[src/rtl/audio_dma_arbiter.sv]
// ---------------------------------------------------------------------------
// audio_dma_arbiter
//   Round-robin arbiter that shares one DMA bus master port between CHANNELS
//   audio fetch engines. The arbiter owns both handshakes. Each grant is held
//   until the bus completes and the grantee drops its request. Rotation
//   restarts one position after the last grantee, so no channel is starved.
//
//   Optional feature macro: AUDIO_DMA_ARB_TIMEOUT_EN
//     defined   : a bus wait longer than TIMEOUT cycles ends the transfer with
//                 data 0 and sets the sticky o_timeout flag.
//     undefined : ISSUE waits indefinitely and o_timeout is held at 0.
//
// Ports
//   i_clock         system clock (posedge)
//   i_reset         asynchronous active-high reset
//   i_req           per-channel level request, held until o_ready
//   i_addr          per-channel word address, channel n = [32n+31:32n]
//   o_ready         per-channel completion, grantee only, high in DONE
//   o_rdata         fetched word, valid while o_ready is non-zero
//   o_dma_request   bus request (registered)
//   o_dma_address   bus address (registered, stable while requesting)
//   i_dma_ready     bus completion, may stay high until request drops
//   i_dma_rdata     bus read data, valid with i_dma_ready
//   o_grant         one-hot current grantee, 0 in IDLE
//   o_timeout       sticky bus-timeout flag
//   i_timeout_clear clears o_timeout
// ---------------------------------------------------------------------------
module audio_dma_arbiter #(
  parameter int CHANNELS = 4,
  parameter int TIMEOUT  = 255
) (
  input  logic                  i_clock,
  input  logic                  i_reset,
  input  logic [CHANNELS-1:0]   i_req,
  input  logic [CHANNELS*32-1:0] i_addr,
  output logic [CHANNELS-1:0]   o_ready,
  output logic [31:0]           o_rdata,
  output logic                  o_dma_request,
  output logic [31:0]           o_dma_address,
  input  logic                  i_dma_ready,
  input  logic [31:0]           i_dma_rdata,
  output logic [CHANNELS-1:0]   o_grant,
  output logic                  o_timeout,
  input  logic                  i_timeout_clear
);

  localparam int IDXW = (CHANNELS > 1) ? $clog2(CHANNELS) : 1;

  typedef enum logic [1:0] {
    ST_IDLE  = 2'd0,
    ST_ISSUE = 2'd1,
    ST_DONE  = 2'd2
  } state_t;

  state_t              state_r, state_s;
  logic [IDXW-1:0]     rr_r, rr_s;
  logic [IDXW-1:0]     gidx_r, gidx_s;
  logic [CHANNELS-1:0] ready_s, grant_s;
  logic [31:0]         rdata_s, addr_s;
  logic                req_s, timeout_s;
  logic                hit_s;
  logic [IDXW-1:0]     hit_idx_s;
  logic [IDXW-1:0]     next_rr_s;

`ifdef AUDIO_DMA_ARB_TIMEOUT_EN
  localparam int CW = $clog2(TIMEOUT + 1);
  logic [CW-1:0]       cnt_r, cnt_s;
  logic                to_set_s;
`else
  // TIMEOUT and the clear input only matter when the timeout feature is built.
  logic [32:0]         unused_s;
  assign unused_s = {i_timeout_clear, 32'(TIMEOUT)};
`endif

  // Rotating priority search: walk offsets from the highest down so the
  // lowest offset from the rr pointer is the last (winning) assignment.
  always_comb begin
    hit_s     = 1'b0;
    hit_idx_s = {IDXW{1'b0}};
    for (int i = CHANNELS - 1; i >= 0; i--) begin
      logic [IDXW-1:0] idx_v;
      idx_v = IDXW'((int'(rr_r) + i) % CHANNELS);
      if (i_req[idx_v]) begin
        hit_s     = 1'b1;
        hit_idx_s = idx_v;
      end else begin
        hit_s     = hit_s;
      end
    end
  end

  // Pointer value one past the current grantee, wrapping to channel 0.
  always_comb begin
    if (gidx_r == IDXW'(CHANNELS - 1)) begin
      next_rr_s = {IDXW{1'b0}};
    end else begin
      next_rr_s = gidx_r + IDXW'(1);
    end
  end

  // Next-state and next-output logic; every register holds by default.
  always_comb begin
    state_s = state_r;
    rr_s    = rr_r;
    gidx_s  = gidx_r;
    ready_s = o_ready;
    grant_s = o_grant;
    rdata_s = o_rdata;
    addr_s  = o_dma_address;
    req_s   = o_dma_request;
`ifdef AUDIO_DMA_ARB_TIMEOUT_EN
    cnt_s    = cnt_r;
    to_set_s = 1'b0;
`endif
    case (state_r)
      ST_IDLE: begin
        if (hit_s) begin
          gidx_s  = hit_idx_s;
          addr_s  = i_addr[32*hit_idx_s +: 32];
          grant_s = CHANNELS'(1) << hit_idx_s;
          req_s   = 1'b1;
          state_s = ST_ISSUE;
`ifdef AUDIO_DMA_ARB_TIMEOUT_EN
          cnt_s   = {CW{1'b0}};
`endif
        end else begin
          state_s = ST_IDLE;
        end
      end
      ST_ISSUE: begin
        if (i_dma_ready) begin
          rdata_s = i_dma_rdata;
          ready_s = CHANNELS'(1) << gidx_r;
          req_s   = 1'b0;
          rr_s    = next_rr_s;
          state_s = ST_DONE;
`ifdef AUDIO_DMA_ARB_TIMEOUT_EN
        end else if (cnt_r == CW'(TIMEOUT - 1)) begin
          // Bus gave up: complete the grant with zero data and flag it.
          rdata_s  = 32'h0000_0000;
          ready_s  = CHANNELS'(1) << gidx_r;
          req_s    = 1'b0;
          rr_s     = next_rr_s;
          to_set_s = 1'b1;
          state_s  = ST_DONE;
        end else begin
          cnt_s    = cnt_r + CW'(1);
`else
        end else begin
          state_s = ST_ISSUE;
`endif
        end
      end
      ST_DONE: begin
        // Leave only once the bus has released ready and the grantee has
        // seen completion, so a lingering i_dma_ready cannot start a new grant.
        if (!i_req[gidx_r] && !i_dma_ready) begin
          ready_s = {CHANNELS{1'b0}};
          grant_s = {CHANNELS{1'b0}};
          state_s = ST_IDLE;
        end else begin
          state_s = ST_DONE;
        end
      end
      default: begin
        ready_s = {CHANNELS{1'b0}};
        grant_s = {CHANNELS{1'b0}};
        req_s   = 1'b0;
        state_s = ST_IDLE;
      end
    endcase
  end

  // Sticky timeout flag; a new timeout wins over a clear in the same cycle.
  always_comb begin
`ifdef AUDIO_DMA_ARB_TIMEOUT_EN
    if (to_set_s) begin
      timeout_s = 1'b1;
    end else if (i_timeout_clear) begin
      timeout_s = 1'b0;
    end else begin
      timeout_s = o_timeout;
    end
`else
    timeout_s = 1'b0;
`endif
  end

  // FSM state register.
  always_ff @(posedge i_clock or posedge i_reset) begin
    if (i_reset) begin
      state_r <= ST_IDLE;
    end else begin
      state_r <= state_s;
    end
  end

  // Registered outputs, round-robin pointer and grantee index.
  always_ff @(posedge i_clock or posedge i_reset) begin
    if (i_reset) begin
      rr_r          <= {IDXW{1'b0}};
      gidx_r        <= {IDXW{1'b0}};
      o_ready       <= {CHANNELS{1'b0}};
      o_grant       <= {CHANNELS{1'b0}};
      o_rdata       <= 32'h0000_0000;
      o_dma_address <= 32'h0000_0000;
      o_dma_request <= 1'b0;
      o_timeout     <= 1'b0;
    end else begin
      rr_r          <= rr_s;
      gidx_r        <= gidx_s;
      o_ready       <= ready_s;
      o_grant       <= grant_s;
      o_rdata       <= rdata_s;
      o_dma_address <= addr_s;
      o_dma_request <= req_s;
      o_timeout     <= timeout_s;
    end
  end

`ifdef AUDIO_DMA_ARB_TIMEOUT_EN
  // Bus wait counter, restarted on every grant.
  always_ff @(posedge i_clock or posedge i_reset) begin
    if (i_reset) begin
      cnt_r <= {CW{1'b0}};
    end else begin
      cnt_r <= cnt_s;
    end
  end
`endif

endmodule

[config.mk]
export PLATFORM = sky130hd
export DESIGN_NAME = audio_dma_arbiter
export DESIGN_NICKNAME = d
export VERILOG_FILES = /design/src/rtl/audio_dma_arbiter.sv
export SDC_FILE = /design/constraint.sdc
export NUM_CORES = 1
export LEC_CHECK = 0
export CAP_MARGIN = 20
export CORE_MARGIN = 3
export CORE_UTILIZATION = 37
export CTS_CLUSTER_SIZE = 25
export DETAILED_ROUTE_END_ITERATION = 16
export GPL_ROUTABILITY_DRIVEN = 1
export GPL_TIMING_DRIVEN = 1
export HOLD_SLACK_MARGIN = 0.05
export PLACE_DENSITY = 0.82
export SLEW_MARGIN = 20
export SYNTH_ARGS = -nofsm -noshare
export SYNTH_HDL_FRONTEND = slang
export SYNTH_SLANG_ARGS = --single-unit
[constraint.sdc]
create_clock -name i_clock -period 2.8 [get_ports i_clock]
set_input_delay 0.42 -clock i_clock [delete_from_list [all_inputs] [get_ports i_clock]]
set_output_delay 0.42 -clock i_clock [all_outputs]
set_load 0.005 [all_outputs]
==> results.cfg, run 1 <==
[run_status]
outcome = finished, final reports clean

[die]
die_y_um = 106.8
die-area_mm2 = 0.01140
io_pins = 242
std_cell_rows = 36
start_util_pct = 38.28
core_area_mm2 = 0.009819
dieWidth_um = 106.8

[clocking]
hold_buffers = 0
cts_setup_buffers = 0
cts_resized = 0
numCtsBuffers = 9
clock-sinks = 79
cts_root_buf = clkbuf_8
tritoncts = done
clk_pin_slew_ns = 0.08
clockBufferDepth = 2
cts_htree_levels = 3
clkLatencyLatePin_ns = 0.35

[final_layout]
fin_nets = 770
multi_input_area_mm2 = 0.001600
n_antenna_cell = 0
drive_above_1_share_pct = 5.141
syn_to_final_growth_pct = 71.77
n_fill_cell = 803
ff_latch_area_mm2 = 0.001977

[synth]
synth_top_area_share_pct = 52.60
synth_cell_types = 32
synthCells = 366
avgSynthCellArea_um2 = 10.27
syn_nets = 538
synthTopCellsByArea = dfrtp_1, nand2_1, a222oi_1
ys_warn_count = 0
synth_seq_cells = 79
synth_ff_type = dfrtp_1
syn_area_mm2 = 0.003759
netlist.top_cell.by_area = dfrtp_1
ys_seq_area_share_pct = 52.60
synth_edf_count = 0
ys_async_sr_fraction_pct = 100.0

[setup_path]
critPathMaxStageDelay_ns = 0.55
cp-end-kind = register
cp.arrival_ns = 2.47
worstSetupStartpointType = input port
critPathRequiredTime_ns = 3.03
cp_max_fo = 33
crit_type = in2reg
path_cells = clkdlybuf4s50_1, nor4_2, or3_1, a211oi_4, buf_12, a222oi_1, o21ai_1
crit_path_top_delay_cell = clkdlybuf4s50_1

[grt]
grt_pass1_wl_um = 19510
grt_pass1_vias = 3902
grt-ovfl-total = 0
grt_usage_pct = 21.82
antenna_found_initial = 0
grt_max_degree = 46

[timing]
fin_worst_skew_ns = 0.005492
fmax_ghz = 0.4453
worst_pin_slew_ns = 0.6488
period_share_pct = 80.21
fin_setup_tns_ns = 0
slew_headroom_pct = 56.70
maxSlewViolCount = 0
finalCriticalPeriod_ns = 2.246
setup_viol = 0
timing.hold.ws_ns = 0.4756
hold_viol = 0
rsz0062_at_grt = false

[pwr]
ir_drop_v = 0.0003538
power_density_mw_per_mm2 = 899.9
p_leak_uw = 0.002811

[run]
cap_violations = 0

[placed_design]
port_buffers = 239
hpwl_um = 9564
gp_congestion = 0.8496

[route]
vias = 3766
drt_first_pass_iters = 6
wl_per_cell_um = 16.79
ant_nets = 0
remaining_drc_errors = 0
drtIter0Drc = 220
routed_wl_um = 12350
vias_per_cell = 5.117

[hold_path]
min-delay-path-class = in2async
[cells in the mapped netlist, types with 4 or more instances]
cell	n
nand2_1	107
dfrtp_1	79
o21ai_1	34
a222oi_1	32
mux2i_1	32
clkbuf_1	11
buf_2	8
buf_6	7
nor2_1	6
o21ai_0	6
a21oi_1	5
inv_1	5
a22o_1	4
ha_1	4
[state kept, by name (all words and copies together) (netlist names)]
name / cells
o_rdata: 32
rr_r: 2
o_grant: 4
o_dma_address: 32
gidx_r: 2
o_ready: 4
state_r: 2
o_dma_request: 1
[through the flow]
step	cell area [um2]	instances	power [uW]	worst slack (ns)	utilization (%)
floorplan	3759	366	3430	0.3566	-
global placement	6274	720	4958	0.2942	63.89
detailed placement	6274	720	5078	0.1837	63.89
CTS	6456	736	5871	0.5521	65.75
global route	6456	736	6232	0.4146	65.75
finish	6456	736	5810	0.5542	65.75
[where the power goes]
part           switching, uW  leakage [uW]  internal (uW)
clock network            426     0.0000849            348
registers                341      0.000986           1690
logic                   1270       0.00174           1730
total                   2040       0.00281           3770
[critical path, delay by kind of cell]
family                 cells  cell delay (ns)
AND/OR/NAND/NOR            2             0.80
AO/OA/AOI/OAI              3             0.52
buffers and inverters      2             0.73
[cell usage in the layout (no fill, tap or decap), types with 2 or more instances in the layout]
master	instances
a222oi_1	32
clkdlybuf4s50_1	239
or3_1	2
a22o_1	4
nand2b_1	2
a21oi_1	5
o22ai_1	3
clkinv_2	2
buf_4	5
nor2b_1	2
mux2i_1	32
buf_12	4
dfrtp_1	79
o21ai_0	6
clkinvlp_4	3
a21o_1	3
ha_1	4
o21ai_1	34
inv_1	4
clkbuf_8	10
nor2_1	6
nand2_1	107
[logic make-up after synthesis]
group           after synthesis  share of synthesized area, %
buf+inv                      32                         4.960
compound gates               91                         17.84
other cells                   1                       0.09977
flops                        79                         52.60
fa+ha+maj                     4                         1.332
mux                          33                         9.221
simple gates                126                         13.95
[cell type report]
| class | instances | area share [%] |
|---|---|---|
| Timing Repair Buffer | 248 | 38.88 |
| Inverter | 5 | 0.3101 |
| Clock inverter | 6 | 0.6977 |
| Tap cell | 133 | 2.578 |
| Clock buffer | 10 | 2.132 |
| Multi-Input combinational cell | 255 | 24.79 |
| Sequential cell | 79 | 30.62 |
[path summary, 6_finish.rpt]
path / start / to / slack [ns] / cells past startpoint
worst max-delay path: i_req[1] / o_dma_address[17] / 0.55 / 7
worst min-delay path: i_reset / o_dma_address[22] / 0.48 / 2
worst max register to register: state_r[0] / o_dma_address[17] / 0.89 / 4
worst min register to register: o_rdata[26] / o_rdata[26] / 0.48 / 2
max in group asynchronous: i_reset / o_grant[0] / 1.69 / 3
min in group i_clock: o_rdata[26] / o_rdata[26] / 0.48 / 2
[routing by layer]
layer / routed length (um) / vias to the layer above / track usage, %
met5: 0 / - / 0
met4: 337 / 0 / 9.406
li1: - / 1786 / -
met1: 4674 / 1765 / 25.57
met3: 1030 / 24 / 5.178
met2: 6311 / 191 / 38.08
No activity file was read; power rests on OpenSTA's default activity.
==> run 2, diff against run 1 <==
- clock period: 2.8 -> 2.31 ns (I/O delays scaled with it)
==> run 2 against run 1 <==
Net effect:
- cell count up 2.3%
- count of clock-buffer cells in the layout grew 2
- routed wire length up 2.9%
- total power up 26%
- clock skew up 0.0046 ns
- clock power rose by 37%
- sequential cell count unchanged
- worst setup slack lost 0.24 ns
- sequential share of layout area fell by 0.78 points
- via count grew 2.8%
- first-iteration DRC count up 30%
- register-to-register slack got worse by 0.48 ns
==> results.cfg, run 2 (synthesized netlist as in run 1, its figures left out) <==
[route]
ant_nets = 0
remaining_drc_errors = 0
routed_wl_um = 12720
drtIter0Drc = 287
wl_per_cell_um = 16.89
drt_first_pass_iters = 6
vias_per_cell = 5.139
vias = 3870

[run]
cap_violations = 0

[die]
dieWidth_um = 106.8
io_pins = 242
std_cell_rows = 36
die-area_mm2 = 0.01140
core_area_mm2 = 0.009819
start_util_pct = 38.28
die_y_um = 106.8

[setup_path]
cp-end-kind = register
crit_path_top_delay_cell = clkdlybuf4s50_1
worstSetupStartpointType = input port
cp_max_fo = 26
path_buf_inv = 3
ff2ff_path_depth = 7
reg2reg_from = rr_r[1]
path_cells = clkdlybuf4s50_1, nor4_2, or3_1, buf_4, a211oi_4, buf_12, a222oi_1, o21ai_1
cp.arrival_ns = 2.25
crit_family = buffers and inverters
critPathRequiredTime_ns = 2.57
regToRegSetupSlack_ns = 0.41
crit_type = in2reg
critPathMaxStageDelay_ns = 0.62
r2r-end = o_dma_address[9]

[final_layout]
top_regs = o_dma_address (32), o_rdata (32)
drive_above_1_share_pct = 7.581
syn_to_final_growth_pct = 76.23
multi_input_area_mm2 = 0.001600
n_antenna_cell = 0
most-common-layout-cells = clkdlybuf4s50_1, nand2_1, dfrtp_1
fin_nets = 787
ff_latch_area_mm2 = 0.001977
layout_commonest_cell = clkdlybuf4s50_1
n_fill_cell = 796

[pwr]
p_leak_uw = 0.002917
ir_drop_v = 0.0004669
power_density_mw_per_mm2 = 1108
total_power_uw = 7337

[timing]
rsz0062_at_grt = false
finalCriticalPeriod_ns = 1.994
setup_viol = 0
maxSlewViolCount = 0
fin_ws_ns = 0.3163
hold_viol = 0
period_share_pct = 86.31
fmax_ghz = 0.5016
fin_worst_skew_ns = 0.01006

[grt]
grt_pass1_vias = 4070
grt-ovfl-total = 0
grt_usage_pct = 22.37
antenna_found_initial = 0
grt_pass1_wl_um = 20240
grt_max_degree = 80

[clocking]
cts_root_buf = clkbuf_8
clkLatencyLatePin_ns = 0.34
hold_buffers = 0
cts_htree_levels = 3
clk_pin_slew_ns = 0.08
cts_setup_buffers = 0
clockBufferDepth = 2
numCtsBuffers = 9
cts_resized = 0
clock-sinks = 79
tritoncts = done

[placed_design]
hpwl_um = 9788
port_buffers = 239
place_ws_ns = -0.02188
gp_congestion = 0.8417

[run_status]
outcome = finished, final reports clean

[hold_path]
min_from = o_rdata[1]
min-delay-path-class = reg2reg
min_to = o_rdata[1]
hold_depth = 2
-- run 2: changes by cell type in the layout (fill, tap and decap cells not counted) --
| cell | change |
|---|---|
| bufinv_16 | +1 |
| clkbuf_1 | +1 |
| clkinvlp_4 | -2 |
| buf_4 | +16 |
| clkbuf_8 | +1 |
| buf_12 | +1 |
| clkinv_2 | -1 |
-- run 2: layer usage --
metal,vias up,wire (um),track usage (%)
li1,1818,-,-
met2,202,6581,40.38
met5,-,0,0
met4,0,216,7.032
met1,1834,4797,25.56
met3,16,1121,6.261
-- run 2: worst max-delay path by stage --
stage          startpoint                end  slack [ns]  depth (start not counted)
6_report         i_req[2]   o_dma_address[4]        0.32                          8
5_1_grt          i_req[2]  o_dma_address[10]        0.23                          6
4_1_cts          i_req[2]  o_dma_address[30]        0.34                          8
3_5_place_dp     i_req[2]  o_dma_address[30]       -0.02                          8
3_3_place_gp     i_req[2]  o_dma_address[28]        0.05                          8
2_1_floorplan  state_r[0]  o_dma_address[10]        0.58                          6
-- run 2: final cells by class --
cell class	instances	area share, %
clock inverter	4	0.7934
tap	133	2.512
sequential	79	29.85
multi-input combinational	255	24.16
timing repair buffer	265	40.01
inverter	5	0.3400
clock buffer	12	2.342
-- run 2: power by group --
| part | internal, uW | switching [uW] |
|---|---|---|
| sequential | 2050 | 422 |
| clock | 564 | 498 |
| combinational | 2230 | 1570 |
| total | 4840 | 2490 |
-- run 2: worst min-delay path, stage by stage, from the launching register on --
cell	delay, ns
dfrtp_1	0.34
nand2_1	0.05
nand2_1	0.06
-- run 2: per-stage QoR --
| stage | area, um2 | hold slack, ns | setup TNS, ns | utilization, % | instances |
|---|---|---|---|---|---|
| after floorplan | 3762 | 0.4417 | 0 | - | 366 |
| after global placement | 6416 | 0.4560 | 0 | 65.34 | 737 |
| after detailed placement | 6416 | 0.4611 | -0.1631 | 65.34 | 737 |
| after CTS | 6624 | 0.4803 | 0 | 67.46 | 753 |
| after global routing | 6624 | 0.5051 | 0 | 67.46 | 753 |
| final | 6624 | 0.4747 | 0 | 67.46 | 753 |
==> run 3, diff against run 2 <==
--- a/config.mk
+++ b/config.mk
@@ -7,5 +7,4 @@
 export LEC_CHECK = 0
 export CAP_MARGIN = 20
-export CORE_MARGIN = 3
 export CORE_UTILIZATION = 37
 export CTS_CLUSTER_SIZE = 25
==> constraint.sdc (replaced) <==
create_clock -name i_clock -period 2.31 [get_ports i_clock]
set_input_delay 0.231 -clock i_clock [delete_from_list [all_inputs] [get_ports i_clock]]
set_output_delay 0.231 -clock i_clock [all_outputs]
set_load 0.005 [all_outputs]
==> run 3 against run 2 <==
Net effect:
- sequential cell count is the same
- first-iteration DRC count shrank 18%
- clock skew shrank 0.0042 ns
- fmax grew 5.9%
- global-route usage is essentially flat
- critical path depth shrank 4
- sequential share of layout area grew 0.60 points
==> results.cfg, run 3 (synthesized netlist as in run 1, its figures left out) <==
[run_status]
outcome = finished, final reports clean

[die]
core_area_mm2 = 0.009819
die-area_mm2 = 0.01057
start_util_pct = 38.28
std_cell_rows = 36
dieWidth_um = 102.8
die_y_um = 102.8
io_pins = 242

[clocking]
clkLatencyLatePin_ns = 0.34
cts_resized = 0
cts_root_buf = clkbuf_8
cts_htree_levels = 3
numCtsBuffers = 9
hold_buffers = 0
clockBufferDepth = 2
clk_pin_slew_ns = 0.08
tritoncts = done
cts_setup_buffers = 0
clock-sinks = 79

[grt]
grt_pass1_wl_um = 17870
antenna_found_initial = 0
grtUsageMet3_pct = 4.881
grt_usage_pct = 22.35
use_met1_pct = 25.39
grt_pass1_vias = 3710
grt-ovfl-total = 0
grt_busiest_layer = met2
met2_usage_pct = 40.36
grt_max_degree = 80

[timing]
maxSlewViolCount = 0
period_share_pct = 81.50
fmax_ghz = 0.5311
hold_viol = 0
rsz0062_at_grt = false
fin_setup_tns_ns = 0
finalCriticalPeriod_ns = 1.883
fin_worst_skew_ns = 0.005825
fin_ws_ns = 0.4273
timing.hold.ws_ns = 0.2703
setup_viol = 0

[setup_path]
path_cells = or3_1, buf_12, a222oi_1, o21ai_1
crit_type = reg2reg
crit_start = state_r[0]
cp_max_fo = 35
crit_path_top_delay_cell = or3_1
cp.arrival_ns = 2.09
worstSetupStartpointType = register
cp-end-kind = register
regToRegSetupSlack_ns = 0.43
critPathRequiredTime_ns = 2.51
critPathMaxStageDelay_ns = 0.54
reg2reg_from = state_r[0]

[final_layout]
top_regs = o_dma_address (32), o_rdata (32)
layout_commonest_cell = clkdlybuf4s50_1
multi_input_area_mm2 = 0.001600
n_fill_cell = 787
post-route-cell-area_mm2 = 0.006494
syn_to_final_growth_pct = 72.77
ff_latch_area_mm2 = 0.001977
fin_cells = 739
drive_above_1_share_pct = 5.446
most-common-layout-cells = clkdlybuf4s50_1, nand2_1, dfrtp_1
fin_nets = 774
n_antenna_cell = 0

[route]
drt_first_pass_iters = 8
routed_wl_um = 12120
wl_per_cell_um = 16.40
drtIter0Drc = 235
vias_per_cell = 5.146
ant_nets = 0
vias = 3803
remaining_drc_errors = 0

[placed_design]
placedCellCount = 724
place_ws_ns = 0.1407
dpl-instance-area_mm2 = 0.006316
hpwl_um = 8983
gp_congestion = 0.7640
port_buffers = 239

[pwr]
power_density_mw_per_mm2 = 1090
p_leak_uw = 0.002847
ir_drop_v = 0.0004843

[hold_path]
min-delay-path-class = in2async

[run]
cap_violations = 0
## run 3: per-stage QoR
stage,utilization [%],total power [uW]
3_3_place_gp,64.32,6010
6_report,66.13,7076
5_1_grt,66.13,7581
4_1_cts,66.13,7149
3_5_place_dp,64.32,6164
2_1_floorplan,-,4157
## run 3: report_power, final
part	total, uW	leakage [uW]	switching (uW)	internal, uW
Clock	970	0.0000957	483	487
Sequential	2460	0.000986	410	2050
Combinational	3650	0.00177	1530	2120
Total	7080	0.00285	2430	4650
## run 3: cell type report
type,count,area share (%)
repair buffers,252,39.31
flip-flops and latches,79,30.44
multi-input cells,255,24.64
well taps,133,2.563
clock buffers,10,1.965
clock inverters,5,0.7707
inverters,5,0.3083
## run 3: per-layer routing
metal,up-vias,part of all wire [%]
met2,189,52
met4,0,2.2
li1,1794,-
met1,1801,38
met3,19,7.8
met5,-,0
## run 3: worst paths after layout
kind / endpoint / cells after the start
max: o_dma_address[8] / 4
min: o_rdata[11] / 3
max reg2reg: o_dma_address[8] / 4
min reg2reg: o_rdata[23] / 2
max in group asynchronous: o_dma_address[19] / 3
min in group i_clock: o_rdata[2] / 3
## run 3: critical path, delay by kind of cell, from the launching register on
family          cells  cell delay (ns)
compound gates      2             0.49
buf+inv             1             0.23
flops               1             0.47
simple gates        1             0.54
